<file path="src/rtl/uart_rx_monitor.sv">
// uart_rx_monitor: 8N1 receiver for the chip's UART0 TX line, feeding a small byte FIFO.
// Framing errors and FIFO overflow are reported as single-cycle pulses.
module uart_rx_monitor #(
    parameter int ClkFreq   = 50_000_000,
    parameter int BaudRate  = 921_600,
    parameter int FifoDepth = 8
) (
    input  logic                         clk_i,
    input  logic                         rst_i,
    input  logic                         enable_i,
    input  logic                         rx_i,
    output logic [7:0]                   byte_o,
    output logic                         byte_valid_o,
    input  logic                         byte_ready_i,
    output logic                         frame_err_o,
    output logic                         overflow_o,
    output logic [$clog2(FifoDepth):0]   fifo_level_o
);
    localparam int ClksPerBit = ClkFreq / BaudRate;
    localparam int HalfBit    = ClksPerBit / 2;
    localparam int CntW       = $clog2(ClksPerBit + 1);
    localparam int PtrW       = $clog2(FifoDepth);
    localparam int LvlW       = PtrW + 1;

    typedef enum logic [2:0] {IDLE, START, DATA, STOP, BREAK} state_e;

    logic            sync1_q, rxs_q, rxs_prev_q;
    logic            fall;
    state_e          state_q, state_d;
    logic [CntW-1:0] cnt_q, cnt_d;
    logic [2:0]      bit_idx_q, bit_idx_d;
    logic [7:0]      shift_q, shift_d;
    logic            start_tick, bit_tick;
    logic            push_d, push_q, ferr_d, ferr_q;
    logic [7:0]      mem_q [FifoDepth];
    logic [PtrW-1:0] wr_ptr_q, rd_ptr_q;
    logic [LvlW-1:0] level_q, level_d;
    logic            full, pop, wr_en, ovf_d, ovf_q;

    // Preset to idle-high so releasing reset cannot look like a start edge.
    always_ff @(posedge clk_i or posedge rst_i) begin
        if (rst_i) begin
            sync1_q    <= 1'b1;
            rxs_q      <= 1'b1;
            rxs_prev_q <= 1'b1;
        end else begin
            sync1_q    <= rx_i;
            rxs_q      <= sync1_q;
            rxs_prev_q <= rxs_q;
        end
    end

    assign fall       = rxs_prev_q & ~rxs_q;
    assign start_tick = (cnt_q == CntW'(HalfBit - 1));
    assign bit_tick   = (cnt_q == CntW'(ClksPerBit - 1));

    always_ff @(posedge clk_i or posedge rst_i) begin
        if (rst_i) state_q <= IDLE;
        else       state_q <= state_d;
    end

    always_comb begin
        state_d = state_q;
        if (!enable_i) begin
            state_d = IDLE;
        end else begin
            case (state_q)
                IDLE:    if (fall) state_d = START;
                START:   if (start_tick) state_d = rxs_q ? IDLE : DATA;
                DATA:    if (bit_tick && bit_idx_q == 3'd7) state_d = STOP;
                STOP:    if (bit_tick) state_d = rxs_q ? IDLE : BREAK;
                BREAK:   if (rxs_q) state_d = IDLE;
                default: state_d = IDLE;
            endcase
        end
    end

    // Counter restarts on every sample; a disabled receiver flags and pushes nothing.
    always_comb begin
        cnt_d     = '0;
        bit_idx_d = bit_idx_q;
        shift_d   = shift_q;
        push_d    = 1'b0;
        ferr_d    = 1'b0;
        if (enable_i) begin
            case (state_q)
                IDLE:  bit_idx_d = '0;
                START: if (!start_tick) cnt_d = cnt_q + 1'b1;
                DATA: begin
                    if (bit_tick) begin
                        shift_d   = {rxs_q, shift_q[7:1]};
                        bit_idx_d = bit_idx_q + 1'b1;
                    end else begin
                        cnt_d = cnt_q + 1'b1;
                    end
                end
                STOP: begin
                    if (bit_tick) begin
                        push_d = rxs_q;
                        ferr_d = ~rxs_q;
                    end else begin
                        cnt_d = cnt_q + 1'b1;
                    end
                end
                default: ;
            endcase
        end
    end

    always_ff @(posedge clk_i or posedge rst_i) begin
        if (rst_i) begin
            cnt_q     <= '0;
            bit_idx_q <= '0;
            push_q    <= 1'b0;
            ferr_q    <= 1'b0;
        end else begin
            cnt_q     <= cnt_d;
            bit_idx_q <= bit_idx_d;
            push_q    <= push_d;
            ferr_q    <= ferr_d;
        end
    end

    always_ff @(posedge clk_i) begin
        shift_q <= shift_d;
    end

    // shift_q is stable for the cycle after the stop sample, so it doubles as write data.
    assign full  = (level_q == LvlW'(FifoDepth));
    assign pop   = (level_q != '0) & byte_ready_i;
    assign wr_en = push_q & (~full | pop);
    assign ovf_d = push_q & full & ~pop;

    always_comb begin
        level_d = level_q;
        if (wr_en && !pop)      level_d = level_q + 1'b1;
        else if (pop && !wr_en) level_d = level_q - 1'b1;
    end

    always_ff @(posedge clk_i or posedge rst_i) begin
        if (rst_i) begin
            wr_ptr_q <= '0;
            rd_ptr_q <= '0;
            level_q  <= '0;
            ovf_q    <= 1'b0;
        end else begin
            if (wr_en) wr_ptr_q <= wr_ptr_q + 1'b1;
            if (pop)   rd_ptr_q <= rd_ptr_q + 1'b1;
            level_q <= level_d;
            ovf_q   <= ovf_d;
        end
    end

    always_ff @(posedge clk_i) begin
        if (wr_en) mem_q[wr_ptr_q] <= shift_q;
    end

    assign byte_valid_o = (level_q != '0);
    assign byte_o       = byte_valid_o ? mem_q[rd_ptr_q] : 8'h00;
    assign frame_err_o  = ferr_q;
    assign overflow_o   = ovf_q;
    assign fifo_level_o = level_q;
endmodule

</file>
<file path="config.mk">
export PLATFORM = sky130hd
export DESIGN_NAME = uart_rx_monitor
export DESIGN_NICKNAME = d
export VERILOG_FILES = /design/src/rtl/uart_rx_monitor.sv
export SDC_FILE = /design/constraint.sdc
export NUM_CORES = 1
export LEC_CHECK = 0
export BUFFER_PORTS_ARGS = -buffer_cell sky130_fd_sc_hd__buf_2
export CORE_UTILIZATION = 55
export CTS_CLUSTER_SIZE = 20
export DETAILED_ROUTE_END_ITERATION = 16
export GPL_TIMING_DRIVEN = 0
export PLACE_DENSITY = 0.7
export RECOVER_POWER = 50
export SYNTH_ARGS = -nofsm -noshare
export SYNTH_HDL_FRONTEND = slang
export SYNTH_SLANG_ARGS = --single-unit
</file>
<file path="constraint.sdc">
create_clock -name clk_i -period 3.16 [get_ports clk_i]
set_clock_uncertainty 0.05 [all_clocks]
set_input_delay 0.316 -clock clk_i [delete_from_list [all_inputs] [get_ports clk_i]]
set_output_delay 0.316 -clock clk_i [all_outputs]
set_load 0.02 [all_outputs]
</file>
; Yosys cells after proc, flatten, opt, wreduce, memory -nomap -nowiden
; Memory sizes are Yosys's and may differ from the RTL's.
; Index checks and enable logic that the tools add are counted.
[op_classes]
n_lt_le_gt_ge = 0
addsub = 6
div_mod_pow = 0
bitwise_logic = 9
reduce_logical = 13
n_eq_ne = 14
shift = 0
multipliers = 0
n_mux = 26
[op_table]
columns = operator, count
row1 = $mux 3, 8
row2 = $mux 6, 3
row3 = $ne 3x3->1 const B, 5
row4 = $pmux 3 s5, 1
row5 = $pmux 6 s2, 1
row6 = $add 3x1->3 const B, 3
row7 = $mux 1, 8
row8 = $mux 4, 2
row9 = $mux 8, 1
row10 = $add 6x1->6 const B, 1
row11 = $eq 3x2->1 const B, 2
row12 = $eq 3x3->1 const B, 2
row13 = $eq 6x5->1 const B, 1
row14 = $eq 6x6->1 const B, 1
row15 = $pmux 3 s2, 1
row16 = $reduce_and 3->1, 2
row17 = $and 1x1->1, 5
row18 = $reduce_and 5->1, 1
row19 = $add 4x1->4 const B, 1
row20 = $eq 4x4->1 const B, 1
row21 = $reduce_bool 2->1, 2
row22 = $reduce_bool 4->1, 1
row23 = $sub 4x1->4 const B, 1
row24 = $eq 3x1->1 const B, 1
row25 = other kinds (8), 13
[totals]
ramBits = 64
latch_bits = 0
inputBits = 5
memories = 1
register_bits = 36
mem_bits_ro = 0
output_inout_bits = 15
[memory_table]
columns = memory, depth, width, read_ports, rd_ports_with_merged_regs, wr, line_no
row1 = mem_q, 8, 8, 1, 0, 1, 35  ; logic [7:0] mem_q [FifoDepth];

; Depth between registers and ports, before layout
[logic_depth]
ltp_word = 8
depth_mapped = 10

; Worst setup path before layout
; OpenSTA, ideal clock, no wires.
[synth_path]
path_type = register -> register
start = reg level_q[0] (netlist: fifo_level_o[0])
end = reg level_q[3] (netlist: fifo_level_o[3])
setup_ns = 0.126
path_slack_ns = 0.204
path_stages_with_launch = 11
required_time_ns = 2.984
t_arrival_ns = 2.780
cell_sequence = dfrtp_1 -> nor4_4 -> inv_2 -> nand2_1 -> ha_1 -> inv_1 -> ha_1 -> a21o_1 -> a2111oi_0 -> a31oi_1 -> a221o_1
[synth_via]
elab_chain_len = 7
[synth_rtl]
columns = item, line_no
row1 = from (decl), 37  ; logic [LvlW-1:0] level_q, level_d;
row2 = from (signal assigned), 149  ; level_q <= level_d;
row3 = $reduce_bool 4->1 *, n/a
row4 = via byte_valid_o, 13  ; output logic byte_valid_o,
row5 = $and 1x1->1 *, 130  ; assign pop = (level_q != '0) & byte_ready_i;
row6 = $or 1x1->1, 131  ; assign wr_en = push_q & (~full | pop);
row7 = $and 1x1->1, 131
row8 = $logic_not 1->1, 137  ; else if (pop && !wr_en) level_d = level_q - 1'b1;
row9 = $logic_and 1x1->1, 137
row10 = $reduce_bool 2->1 (no source line), n/a
; The timed path passes the listed nets; every way through them passes the cells marked *. The select of a mux whose other input is x is not followed.
; A chain may end at the register's enable or synchronous reset.

; Worst setup path after layout
[layout_path]
start = reg level_q[0] (netlist: fifo_level_o[0])
end = reg level_q[3] (netlist: fifo_level_o[3])
[layout_via]
elab_chain_len = 7
[layout_rtl]
columns = item, line_no
row1 = $reduce_bool 4->1 or $eq 4x4->1 (tied branches), "130, 129"
row2 = $and 1x1->1 or $not 1->1 (tied branches), "130, 131"
row3 = $or 1x1->1 *, 131
row4 = $and 1x1->1 *, 131
row5 = via wr_en, 38  ; logic full, pop, wr_en, ovf_d, ovf_q;
row6 = $logic_not 1->1, 137
row7 = $logic_and 1x1->1, 137
row8 = $reduce_bool 2->1 (no source line), n/a
; Marked as above.

==> impl_metrics.py <==
metrics = {
    "clocking": {
        "htree_levels": 3,
        "clock-sinks": 100,
        "cts_tree": "done",
        "max-clock-path-buffers": 2,
        "numCtsBuffers": 9,
        "clock_latency_ns": 0.36,
        "clock-root-buffer": "clkbuf_8",
        "clk_pin_slew_ns": 0.10,
    },
    "logic_synthesis": {
        "avgSynthCellArea_um2": 16.5,
        "ys.flop_type": "edfxtp_1",
        "synthArstFlopShare_pct": 28.0,
        "synth_area_mm2": 0.00415,
        "synth_top_area_cell": "edfxtp_1",
        "synth_edf_count": 72,
        "synth-seq-cells": 100,
        "synth_nets": 267,
        "yosysTopAreaCellShare_pct": 52.1,
        "synth_cell_types": 46,
        "synth_area_leaders": "edfxtp_1 (52%), dfrtp_1 (15%), mux4_2 (8.7%)",
        "syn-instance-count": 251,
        "yosysWarnings": 0,
        "seq_area_frac_synth_pct": 69.1,
    },
    "grt": {
        "grt.total_usage_pct": 20.1,
        "antenna_found_initial": 0,
        "overflow": 0,
        "grt_pass1_wl_um": 11000,
        "grt_start_max_net_pins": 29,
        "grt_pass1_vias": 2078,
    },
    "setup_path": {
        "start_kind": "flop",
        "rrSetupSlack_ns": 0.23,
        "crit_chain": "nor3_1, a31o_2, inv_1, ha_1, inv_1, ha_1, a21o_1, a2111oi_1, a31oi_1, a221o_1",
        "critical-path-max-stage-delay_ns": 0.48,
        "crit_type": "flop to flop",
        "r2r_cells": 10,
        "arrival_ns": 3.13,
        "timing.rr.end": "fifo_level_o[3]",
        "crit_buf_inv": 2,
        "end_kind": "flop",
        "cp_slowest_cell": "dfrtp_1",
        "crit_path_max_fanout": 6,
        "cp_data_required_time_ns": 3.36,
        "critical_path.top_delay_family": "compound AO/OA/AOI/OAI gates",
        "worstReg2RegStart": "fifo_level_o[0]",
    },
    "power": {
        "p_seq_share_pct": 44.6,
        "p_int_uw": 2360,
        "combPwrFrac_pct": 29.3,
        "p_per_area_mw_per_mm2": 737,
        "p_clk_share_pct": 26.1,
        "ir_drop_uv": 307,
        "p_switching_uw": 1050,
        "power.total_uw": 3410,
        "leakage_uw": 0.00169,
        "switching_share_pct": 30.8,
    },
    "routing": {
        "dr_total_vias": 2202,
        "drtPass1Iterations": 4,
        "drc": 0,
        "wirelength_um": 6930,
        "ant_nets": 0,
        "vias_per_cell": 5.68,
        "avgRoutedWirePerCell_um": 17.9,
        "drt_iter0_drc": 130,
    },
    "floorplanning": {
        "rows": 31,
        "ioPinCount": 20,
        "die_area_mm2": 0.00789,
        "core_mm2": 0.00725,
        "start_util_pct": 57.2,
        "fp.dieW_um": 88.8,
        "die_h_um": 88.8,
    },
    "sta": {
        "hold_viol": 0,
        "finalCritPeriodShare_pct": 92.8,
        "whs_ns": 0.166,
        "drv_slew": 0,
        "relSlewSlack_pct": 27.7,
        "worst_pin_slew_ns": 1.08,
        "max_freq_mhz": 341,
        "setup_viol": 0,
        "rsz0062_at_grt": "false",
        "layout_min_cycle_time_ns": 2.93,
    },
    "final_layout": {
        "nNetsFinal": 300,
        "antenna_cells": 0,
        "drive_gt1_share_pct": 22.8,
        "nFillCells": 535,
        "synthToLayoutAreaGrowth_pct": 11.4,
    },
    "place": {
        "gp_congestion": 0.747,
        "hpwlAfterDp_um": 4330,
        "numPortBuffers": 19,
    },
    "run": {
        "max_cap_viol_count": 0,
    },
    "min_path": {
        "hp-class": "input port to async pin",
    },
    "outcome": {
        "status": "finished clean",
    },
}
==> stage by stage <==
step / setup WS [ns] / std cells / utilization [%] / TNS, ns / area, um2
after floorplan: 0.204 / 251 / - / 0 / 4150
after global placement: -0.0391 / 369 / 60.2 / -0.0391 / 4370
after detailed placement: -0.121 / 370 / 60.4 / -0.121 / 4380
after CTS: 0.203 / 388 / 63.7 / 0 / 4620
after global routing: 0.0226 / 388 / 63.7 / 0 / 4620
final: 0.227 / 388 / 63.7 / 0 / 4620
==> how the worst max path moves through the flow <==
stage,depth (start not counted),startpoint,slack [ns],endpoint
after floorplan,10,fifo_level_o[0],0.20,fifo_level_o[3]
after global placement,10,fifo_level_o[0],-0.04,fifo_level_o[3]
after detailed placement,10,fifo_level_o[0],-0.12,fifo_level_o[3]
after CTS,10,fifo_level_o[0],0.20,fifo_level_o[3]
after global routing,10,fifo_level_o[0],0.02,fifo_level_o[3]
final,10,fifo_level_o[0],0.23,fifo_level_o[3]
==> cells in the mapped netlist (4+ instances only) <==
library cell and instances:
a21oi_1 4, a22o_1 4, dfrtp_1 25, edfxtp_1 72
ha_1 10, inv_1 9, mux2i_1 8, mux4_2 16
nand2_1 12, nand2b_1 4, nand3_1 4, nor2_1 24
nor3_1 5, xnor2_1 6
==> logic make-up after synthesis <==
family                   share of synthesized area (%)
flip-flops                                        69.1
buffers and inverters                             2.02
AND/OR/NAND/NOR                                   7.72
multiplexers                                      11.4
AO/OA/AOI/OAI                                     4.31
adder cells (fa/ha/maj)                           3.50
XOR/XNOR                                          1.90
==> cells in the final DEF, fill, tap and decap left out, types with 6 or more instances in the layout <==
cell type and instances:
buf_2 18, clkbuf_1 6, clkbuf_8 9, dfrtp_1 25
edfxtp_1 72, ha_1 10, inv_1 9, mux2i_1 8
mux4_2 16, nand2_1 12, nor2_1 24, xnor2_1 6
==> power groups by stage <==
stage          Combinational, uW  Clock, uW  Sequential, uW
3_5_place_dp                1000          0            1550
5_1_grt                     1100        956            1530
4_1_cts                     1010        911            1520
2_1_floorplan                723          0            1570
6_report                     999        890            1520
3_3_place_gp                 993          0            1540
==> state kept, by name, indices dropped and copies added, names as in the netlist, 3 cells and up <==
signal,cells
mem_q,64
fifo_level_o,4
rd_ptr_q,3
state_q,3
cnt_q,6
wr_ptr_q,3
shift_q,8
bit_idx_q,3
==> final cells by class <==
type	instances	area, um2	share of cell area [%]
Clock buffer	10	128	2.76
Buffer	8	46.3	1.00
Inverter	10	37.5	0.813
Timing Repair Buffer	22	118	2.55
Multi-Input combinational cell	133	1200	26.1
Clock inverter	6	96.3	2.09
Tap cell	99	124	2.68
Sequential cell	100	2870	62.1
==> metal layers <==
layer	up-vias	track usage, %	wire, um
li1	1022	-	-
met5	-	0	0
met1	1115	28.9	3290
met2	52	30.1	3240
met3	13	3.45	284
met4	0	9.82	116
==> what timing repair did <==
action | CTS | global route
resized for setup | 0 | 1
pin swaps | 1 | 0
setup buffers | 1 | 0
hold buffers | 1 | 0
hold endpoints to repair | 1 | 0
endpoints found under the setup margin | 1 | 1
Note: power is estimated with default switching activity, not from simulation.
